===== config.mk =====
export PLATFORM = sky130hd
export DESIGN_NAME = regfile_write_arbiter
export DESIGN_NICKNAME = d
export VERILOG_FILES = /design/src/rtl/regarb_pkg.sv /design/src/rtl/rr_priority_picker.sv /design/src/rtl/regfile_write_arbiter.sv
export SDC_FILE = /design/constraint.sdc
export NUM_CORES = 1
export LEC_CHECK = 0
export CAP_MARGIN = 20
export CORE_MARGIN = 3
export CORE_UTILIZATION = 34
export CTS_CLUSTER_DIAMETER = 80
export DETAILED_ROUTE_END_ITERATION = 7
export PLACE_DENSITY = 0.82
export SYNTH_ARGS = -nofsm -noshare
export SYNTH_HDL_FRONTEND = slang
export SYNTH_SLANG_ARGS = --single-unit
export TNS_END_PERCENT = 100

===== constraint.sdc =====
create_clock -name Clk -period 1.7 [get_ports Clk]
set_input_delay 0.34 -clock Clk [delete_from_list [all_inputs] [get_ports Clk]]
set_output_delay 0.34 -clock Clk [all_outputs]
set_load 0.01 [all_outputs]

===== src/rtl/regarb_pkg.sv =====
// Shared definitions for the register-file write arbiter and its round-robin picker.
package regarb_pkg;

  localparam int REGARB_ADDR_W  = 5;
  localparam int REGARB_DATA_W  = 32;
  localparam int REGARB_MAX_REQ = 4;
  localparam int REGARB_PTR_W   = 2;

  localparam logic [REGARB_ADDR_W-1:0] REGARB_ZERO_REG = 5'd0;

  typedef logic [REGARB_PTR_W-1:0] rr_ptr_t;

  // Pointer moves just past the winner; an out-of-range index leaves it where it was.
  function automatic rr_ptr_t rr_next(input rr_ptr_t ptr, input rr_ptr_t grant_idx,
                                      input int unsigned n);
    int unsigned nxt;
    if (32'(grant_idx) >= n) return ptr;
    nxt = 32'(grant_idx) + 32'd1;
    if (nxt >= n) nxt = 0;
    return rr_ptr_t'(nxt);
  endfunction

endpackage


===== src/rtl/rr_priority_picker.sv =====
// Combinational round-robin picker: first valid requester at or after the pointer wins.
module rr_priority_picker
  import regarb_pkg::*;
#(
  parameter int NUM_REQ = 2
) (
  input  logic [NUM_REQ-1:0] req_valid_i,
  input  rr_ptr_t            ptr_i,
  output logic [NUM_REQ-1:0] grant_o,
  output rr_ptr_t            grant_idx_o,
  output logic               grant_any_o
);

  logic [REGARB_MAX_REQ-1:0] valid_ext;
  logic [REGARB_PTR_W:0]     pos;

  assign valid_ext = REGARB_MAX_REQ'(req_valid_i);

  // ptr_i is always below NUM_REQ, so one conditional subtract implements the modulo.
  always_comb begin
    grant_idx_o = '0;
    grant_any_o = 1'b0;
    pos         = '0;
    for (int k = 0; k < NUM_REQ; k++) begin
      pos = {1'b0, ptr_i} + (REGARB_PTR_W+1)'(k);
      if (pos >= (REGARB_PTR_W+1)'(NUM_REQ)) pos = pos - (REGARB_PTR_W+1)'(NUM_REQ);
      if (!grant_any_o && valid_ext[pos[REGARB_PTR_W-1:0]]) begin
        grant_idx_o = pos[REGARB_PTR_W-1:0];
        grant_any_o = 1'b1;
      end
    end
  end

  always_comb begin
    grant_o = '0;
    for (int j = 0; j < NUM_REQ; j++) begin
      grant_o[j] = grant_any_o && (grant_idx_o == REGARB_PTR_W'(j));
    end
  end

endmodule


===== src/rtl/regfile_write_arbiter.sv =====
// Round-robin arbiter sharing the register-file write port among NUM_REQ sources.
// Optional macro REGARB_HAZARD_EN adds read-vs-staged-write hazard flags.
module regfile_write_arbiter
  import regarb_pkg::*;
#(
  parameter int NUM_REQ = 2,
  parameter int ADDR_W  = REGARB_ADDR_W,
  parameter int DATA_W  = REGARB_DATA_W
) (
  input  logic                      Clk,
  input  logic                      Reset_n,
  input  logic                      Flush,
  input  logic [NUM_REQ-1:0]        ReqValid,
  output logic [NUM_REQ-1:0]        ReqReady,
  input  logic [NUM_REQ*ADDR_W-1:0] ReqAddr,
  input  logic [NUM_REQ*DATA_W-1:0] ReqData,
  output logic                      RegWrite,
  output logic [ADDR_W-1:0]         WriteRegister,
  output logic [DATA_W-1:0]         WriteData
`ifdef REGARB_HAZARD_EN
  ,
  input  logic [ADDR_W-1:0]         ReadRegister1,
  input  logic [ADDR_W-1:0]         ReadRegister2,
  output logic                      Hazard1,
  output logic                      Hazard2
`endif
);

  if (NUM_REQ < 2 || NUM_REQ > REGARB_MAX_REQ) begin : g_bad_num_req
    $error("regfile_write_arbiter: NUM_REQ must be in 2..4");
  end

  logic [NUM_REQ-1:0] grant;
  rr_ptr_t            grant_idx;
  logic               grant_any;
  logic               transfer;
  logic [ADDR_W-1:0]  sel_addr;
  logic [DATA_W-1:0]  sel_data;

  rr_ptr_t            ptr_q, ptr_d;
  logic               regwrite_q;
  logic [ADDR_W-1:0]  waddr_q;
  logic [DATA_W-1:0]  wdata_q;

  rr_priority_picker #(.NUM_REQ(NUM_REQ)) u_picker (
    .req_valid_i (ReqValid),
    .ptr_i       (ptr_q),
    .grant_o     (grant),
    .grant_idx_o (grant_idx),
    .grant_any_o (grant_any)
  );

  // Ready is also held low while in reset so nothing appears accepted during it.
  assign transfer = grant_any & ~Flush & Reset_n;
  assign ReqReady = transfer ? grant : '0;

  always_comb begin
    sel_addr = '0;
    sel_data = '0;
    for (int k = 0; k < NUM_REQ; k++) begin
      if (grant[k]) begin
        sel_addr = ReqAddr[k*ADDR_W +: ADDR_W];
        sel_data = ReqData[k*DATA_W +: DATA_W];
      end
    end
  end

  assign ptr_d = transfer ? rr_next(ptr_q, grant_idx, NUM_REQ) : ptr_q;

  // Output stage: writes to r0 are accepted and latched but never enabled.
  always_ff @(posedge Clk or negedge Reset_n) begin
    if (!Reset_n) begin
      ptr_q      <= '0;
      regwrite_q <= 1'b0;
      waddr_q    <= '0;
      wdata_q    <= '0;
    end else begin
      ptr_q      <= ptr_d;
      regwrite_q <= transfer && (sel_addr != ADDR_W'(REGARB_ZERO_REG));
      if (transfer) begin
        waddr_q <= sel_addr;
        wdata_q <= sel_data;
      end
    end
  end

  assign RegWrite      = regwrite_q;
  assign WriteRegister = waddr_q;
  assign WriteData     = wdata_q;

`ifdef REGARB_HAZARD_EN
  assign Hazard1 = regwrite_q && (waddr_q == ReadRegister1) &&
                   (ReadRegister1 != ADDR_W'(REGARB_ZERO_REG));
  assign Hazard2 = regwrite_q && (waddr_q == ReadRegister2) &&
                   (ReadRegister2 != ADDR_W'(REGARB_ZERO_REG));
`endif

endmodule

; Yosys cells after proc, flatten, opt, wreduce, memory -nomap -nowiden
; Cells that the tools add are included.
[totals]
out_inout_bits = 40
inputBits = 79
regBits = 40
wordCells = 45
[op_classes]
bitwise_logic = 3
magnitude_cmp = 6
n_reduce_logical = 8
mux = 18
addsub = 4
eq_ne = 2
[ops]
columns = cell, count
row1 = 2-to-1 mux 32 bit, 2
row2 = 2-to-1 mux 2 bit, 7
row3 = 2-to-1 mux 5 bit, 2
row4 = adder 2 x 1 -> 3 bit (second input constant), 2
row5 = >= comparator 3 x 2 -> 1 bit (second input constant), 2
row6 = less-than comparator 2 x 3 -> 1 bit (second input constant), 2
row7 = 2-to-1 mux 1 bit, 5
row8 = nonzero test 5 bit, 1
row9 = binary-select mux 1 bit (select 2 bit), 2
row10 = >= comparator 2 bit (second input constant), 2
row11 = logical AND 1 bit, 4
row12 = subtractor 2 bit (second input constant), 2
row13 = AND 1 bit, 2
row14 = equality test 2 x 1 -> 1 bit (second input constant), 1
row15 = logical NOT 2 bit, 1
row16 = inequality test 2 bit (second input constant), 1
row17 = AND reduction 2 bit, 1
row18 = logical NOT 1 bit, 1
row19 = inverter 1 bit, 1

; Longest topological paths before layout
[depth]
depth_word = 14
ltp_mapped = 9
depth_no_buf = 7

; By module
; From an unflattened synthesis, not the netlist that was laid out.
[unflattened]
cells_unflattened = 199
area_unflattened_um2 = 1913.1
[by_module_without_submodules]
columns = module, cells_per_inst, area_each_um2, n_inst
row1 = regfile_write_arbiter, 190, 1856.8, 1
row2 = rr_priority_picker, 9, 56.3, 1

; Worst setup path after synthesis
; No wires, ideal clock.
[synth_timing]
kind = input to register
from = input ReqValid[0]
to = register regwrite_q, in the netlist RegWrite
required_ns = 1.574
cell_stages = 7
slack_ns = -0.165
t_arrival_ns = 1.738
cell_sequence = inv_1 > o21a_1 > ha_1 > buf_6 > or4_1 > o32a_1 > o311a_1
[synth_via]
elab_chain_cells = 12
word_cells_on_any_way = 20
classes_between = eq/ne: 1 / mux: 10 / bitwise: 2 / reduce/logical: 7
[synth_lines]
columns = element, line
row1 = from (decl), regfile_write_arbiter.sv:13  ; input logic [NUM_REQ-1:0] ReqValid,
row2 = binary-select mux 1 bit (select 2 bit), rr_priority_picker.sv:27  ; if (!grant_any_o && valid_ext[pos[REGARB_PTR_W-1:0]]) begin
row3 = 2-to-1 mux 1 bit (implied by the code), rr_priority_picker.sv:27
row4 = 2-to-1 mux 1 bit, rr_priority_picker.sv:27
row5 = logical NOT 1 bit, rr_priority_picker.sv:27
row6 = logical AND 1 bit, rr_priority_picker.sv:27
row7 = 2-to-1 mux 2 bit, rr_priority_picker.sv:27
row8 = logical NOT 2 bit, rr_priority_picker.sv:37  ; grant_o[j] = grant_any_o && (grant_idx_o == REGARB_PTR_W'(j));
row9 = logical AND 1 bit, rr_priority_picker.sv:37
row10 = 2-to-1 mux 5 bit (2 in series), regfile_write_arbiter.sv:61  ; if (grant[k]) begin
row11 = nonzero test 5 bit, regfile_write_arbiter.sv:79  ; regwrite_q <= transfer && (sel_addr != ADDR_W'(REGARB_ZERO_REG));
row12 = logical AND 1 bit *, regfile_write_arbiter.sv:79
row13 = to (signal assigned), regfile_write_arbiter.sv:79
row14 = to (decl), regfile_write_arbiter.sv:41  ; logic regwrite_q;
; Every way passes the cells marked *; elsewhere a longest branch is shown, timed or not. The select of a mux whose other input is x is not followed.
; A chain may end at the register's enable or synchronous reset.

; Worst setup path after layout
[layout_timing]
from = input ReqValid[0]
to = register wdata_q[6], in the netlist WriteData[6]
[layout_via]
elab_chain_cells = 10
word_cells_on_any_way = 18
classes_between = eq/ne: 1 / mux: 10 / bitwise: 2 / reduce/logical: 5
[layout_lines]
columns = element, line
row1 = binary-select mux 1 bit (select 2 bit), rr_priority_picker.sv:27
row2 = 2-to-1 mux 1 bit (implied by the code), rr_priority_picker.sv:27
row3 = 2-to-1 mux 1 bit, rr_priority_picker.sv:27
row4 = logical NOT 1 bit, rr_priority_picker.sv:27
row5 = logical AND 1 bit, rr_priority_picker.sv:27
row6 = 2-to-1 mux 2 bit, rr_priority_picker.sv:27
row7 = logical NOT 2 bit, rr_priority_picker.sv:37
row8 = logical AND 1 bit, rr_priority_picker.sv:37
row9 = 2-to-1 mux 32 bit (2 in series), regfile_write_arbiter.sv:61
row10 = to (signal assigned), regfile_write_arbiter.sv:82  ; wdata_q <= sel_data;
row11 = to (decl), regfile_write_arbiter.sv:43  ; logic [DATA_W-1:0] wdata_q;
; Parallel ways exist; a longest one is shown, timed or not. The select of a mux whose other input is x is not followed.

==> out/qor.yml <==
status: "finished, violations left"
violations: "setup timing"
pwr-share-seq_pct: 39.9
htree_levels: 2
drt_wl_total_um: 6160
crit_buf_inv: 6
drc_errors: 0
rsz0062_at_grt: "yes"
cts-root-buf: "clkbuf_8"
row_count: 27
fin_ws_ns: -0.131
pwr-share-comb_pct: 39.2
dpl_cell_area_um2: 3300
nFillCells: 416
via_per_inst: 4.96
worstPathArrival_ns: 2.00
vias: 1799
r2r_end: "WriteData[6]"
nets: 372
synthCells: 150
area_growth_syn_to_layout_pct: 90.3
wl_per_cell_um: 17.0
maxCapViolCount: 0
slew_headroom_pct: 65.8
die-area_um2: 6770
slew_viol_final: 0
drtAntennaViolNets: 0
grtUsageTotal_pct: 17.7
required_ns: 1.87
fin_skew_ns: 0.00494
core_um2: 5570
path_class: "input pin to flop"
die-width_um: 82.3
tightest_slew_ns: 0.512
syn_area_um2: 1980
hold_viol: 0
gp_congestion: 0.812
period_needed_ns: 1.83
start_kind: "input pin"
cts_tree: "built"
critical-path-top-delay-family: "buffers and inverters"
crit_cells: 11
syn_avg_cell_area_um2: 13.2
reg2reg_depth: 9
r2r_start: "ptr_q[0]"
slowest_stage: "mux2_4"
critPathCaptureType: "flop"
seq_area_frac_synth_pct: 50.6
period_share_pct: 108
power_frac_clock_pct: 20.9
drt_iter0_drc: 72
clk_latency_ns: 0.28
diodes: 0
initial_core_util_pct: 35.5
power_density_nw_per_um2: 794
numCtsBuffers: 5
final-setup-viol-count: 39
cell_internal_pwr_mw: 2.22
io_buffers: 118
fmax_ghz: 0.546
hp-class: "input pin to async pin"
synth-seq-cells: 40
clkTransAtPathRegs_ns: 0.07
grt_pass1_vias: 1824
synth_warnings: 0
dp.cells: 341
drive_gt1_share_pct: 27.8
crit_path_start: "ReqValid[0]"
die_h_um: 82.3
grt_max_degree: 41
finalInstanceArea_um2: 3770
cts_buffer_depth: 2
path_cells: "dlygate4sd2_1 > inv_1 > o21a_2 > inv_2 > ha_4 > buf_6 > nor2b_4 > buf_12 > clkbuf_16 > a22o_1 > mux2_4"
post_synth_num_cell_types: 21
cp_max_fo: 6
p_switching_mw: 0.769
grt_pass1_wl_um: 9000
io_pins: 119
clkSinkCount: 40
drt_first_pass_iters: 4
worstSetupEndpoint: "WriteData[6]"
ir_worst_vdd_uv: 451
dp_hpwl_um: 4070
power_leakage_nw: 1.69
switching_share_pct: 25.7
antenna_found_initial: 0
grt.overflow.total: 0
crit_path_max_incr_delay_ns: 0.26
r2r_slack_ns: -0.12
fin_cells: 363
==> power groups by stage <==
| stage | clock [mW] | sequential [mW] | combinational, mW |
|---|---|---|---|
| final | 0.627 | 1.19 | 1.17 |
| after global routing | 0.687 | 1.21 | 1.25 |
| after CTS | 0.650 | 1.19 | 1.12 |
| after detailed placement | 0 | 1.20 | 0.942 |
| after global placement | 0 | 1.19 | 0.927 |
| after floorplan | 0 | 1.27 | 0.272 |
==> repair_timing <==
action / in CTS / in global routing
gates resized for setup: 52 / 15
hold buffers: 0 / 0
setup buffers: 5 / 7
setup endpoints to repair: 40 / 42
cloned: 3 / 1
pin swaps: 7 / 8
==> metrics by stage <==
stage               setup slack, ns  utilization [%]  hold WS (ns)  TNS (ns)  total power, mW
global route                 -0.186             67.6         0.179     -5.94             3.15
detailed placement           -0.669             59.2         0.452    -23.21             2.14
global placement             -0.609             59.2         0.453    -21.39             2.12
CTS                          -0.124             65.2         0.144     -3.47             2.96
floorplan                     0.225                -        0.0444         0             1.54
finish                       -0.131             67.6         0.138     -3.42             2.99
==> layer usage <==
metal	vias to the layer above	global-route usage, %	part of all wire, %
met5	-	0	0
met4	0	5.32	1.4
met1	878	19.9	38
met3	9	5.53	8.2
li1	843	-	-
met2	69	31.7	52
==> how the worst min path moves through the flow <==
stage	depth (start not counted)	from	slack, ns	endpoint
after floorplan	0	Reset_n	0.04	RegWrite
after global placement	2	Reset_n	0.45	ptr_q[0]
after detailed placement	2	Reset_n	0.45	ptr_q[0]
after CTS	2	Reset_n	0.14	RegWrite
after global routing	2	Reset_n	0.18	ptr_q[1]
final	2	Reset_n	0.14	ptr_q[1]
==> cell usage after synthesis (all sizes together) <==
library cell	instances	area [µm²]
o211a	1	10.0
mux2	39	439
buf	10	56.3
ha	3	37.5
inv	3	11.3
and2	2	12.5
conb	1	3.75
clkbuf	4	15.0
o21ai	1	5.00
nor2b	2	12.5
o21a	1	7.51
a22o	36	315
or4b	1	10.0
dfrtp	40	1000
a21boi	1	7.51
nand2	2	7.51
o311a	1	10.0
or4	1	7.51
o32a	1	10.0
==> sequential cells by signal, indices dropped and copies added (netlist names) <==
register,flops
ptr_q,2
RegWrite,1
WriteData,32
WriteRegister,5
==> final cells by class <==
cell class | count | area [µm²] | area share [%]
inverter | 3 | 11.3 | 0.299
sequential | 40 | 1000 | 26.6
timing repair buffer | 145 | 1500 | 39.8
clock buffer | 8 | 90.1 | 2.39
multi-input combinational | 95 | 1070 | 28.5
tap | 72 | 90.1 | 2.39
==> placed cells by master, fill, tap and decap left out, drive strengths merged, types with 2 or more instances in the layout <==
master / n
mux2: 39
clkbuf: 9
nor2b: 2
inv: 3
dfrtp: 40
conb: 3
a22o: 36
clkdlybuf4s50: 113
dlygate4sd2: 2
and2: 2
nand2: 2
ha: 3
buf: 29
==> cell families (layout without fill, tap and decap cells) <==
group | after synthesis | count (layout) | share of synthesized area [%]
AO/OA/AOI/OAI | 42 | 42 | 18.5
other | 1 | 3 | 0.189
flip-flops | 40 | 40 | 50.6
buffers and inverters | 17 | 156 | 4.17
adder cells (fa/ha/maj) | 3 | 3 | 1.90
multiplexers | 39 | 39 | 22.2
AND/OR/NAND/NOR | 8 | 8 | 2.53
No activity file was read; power rests on OpenSTA's default activity.
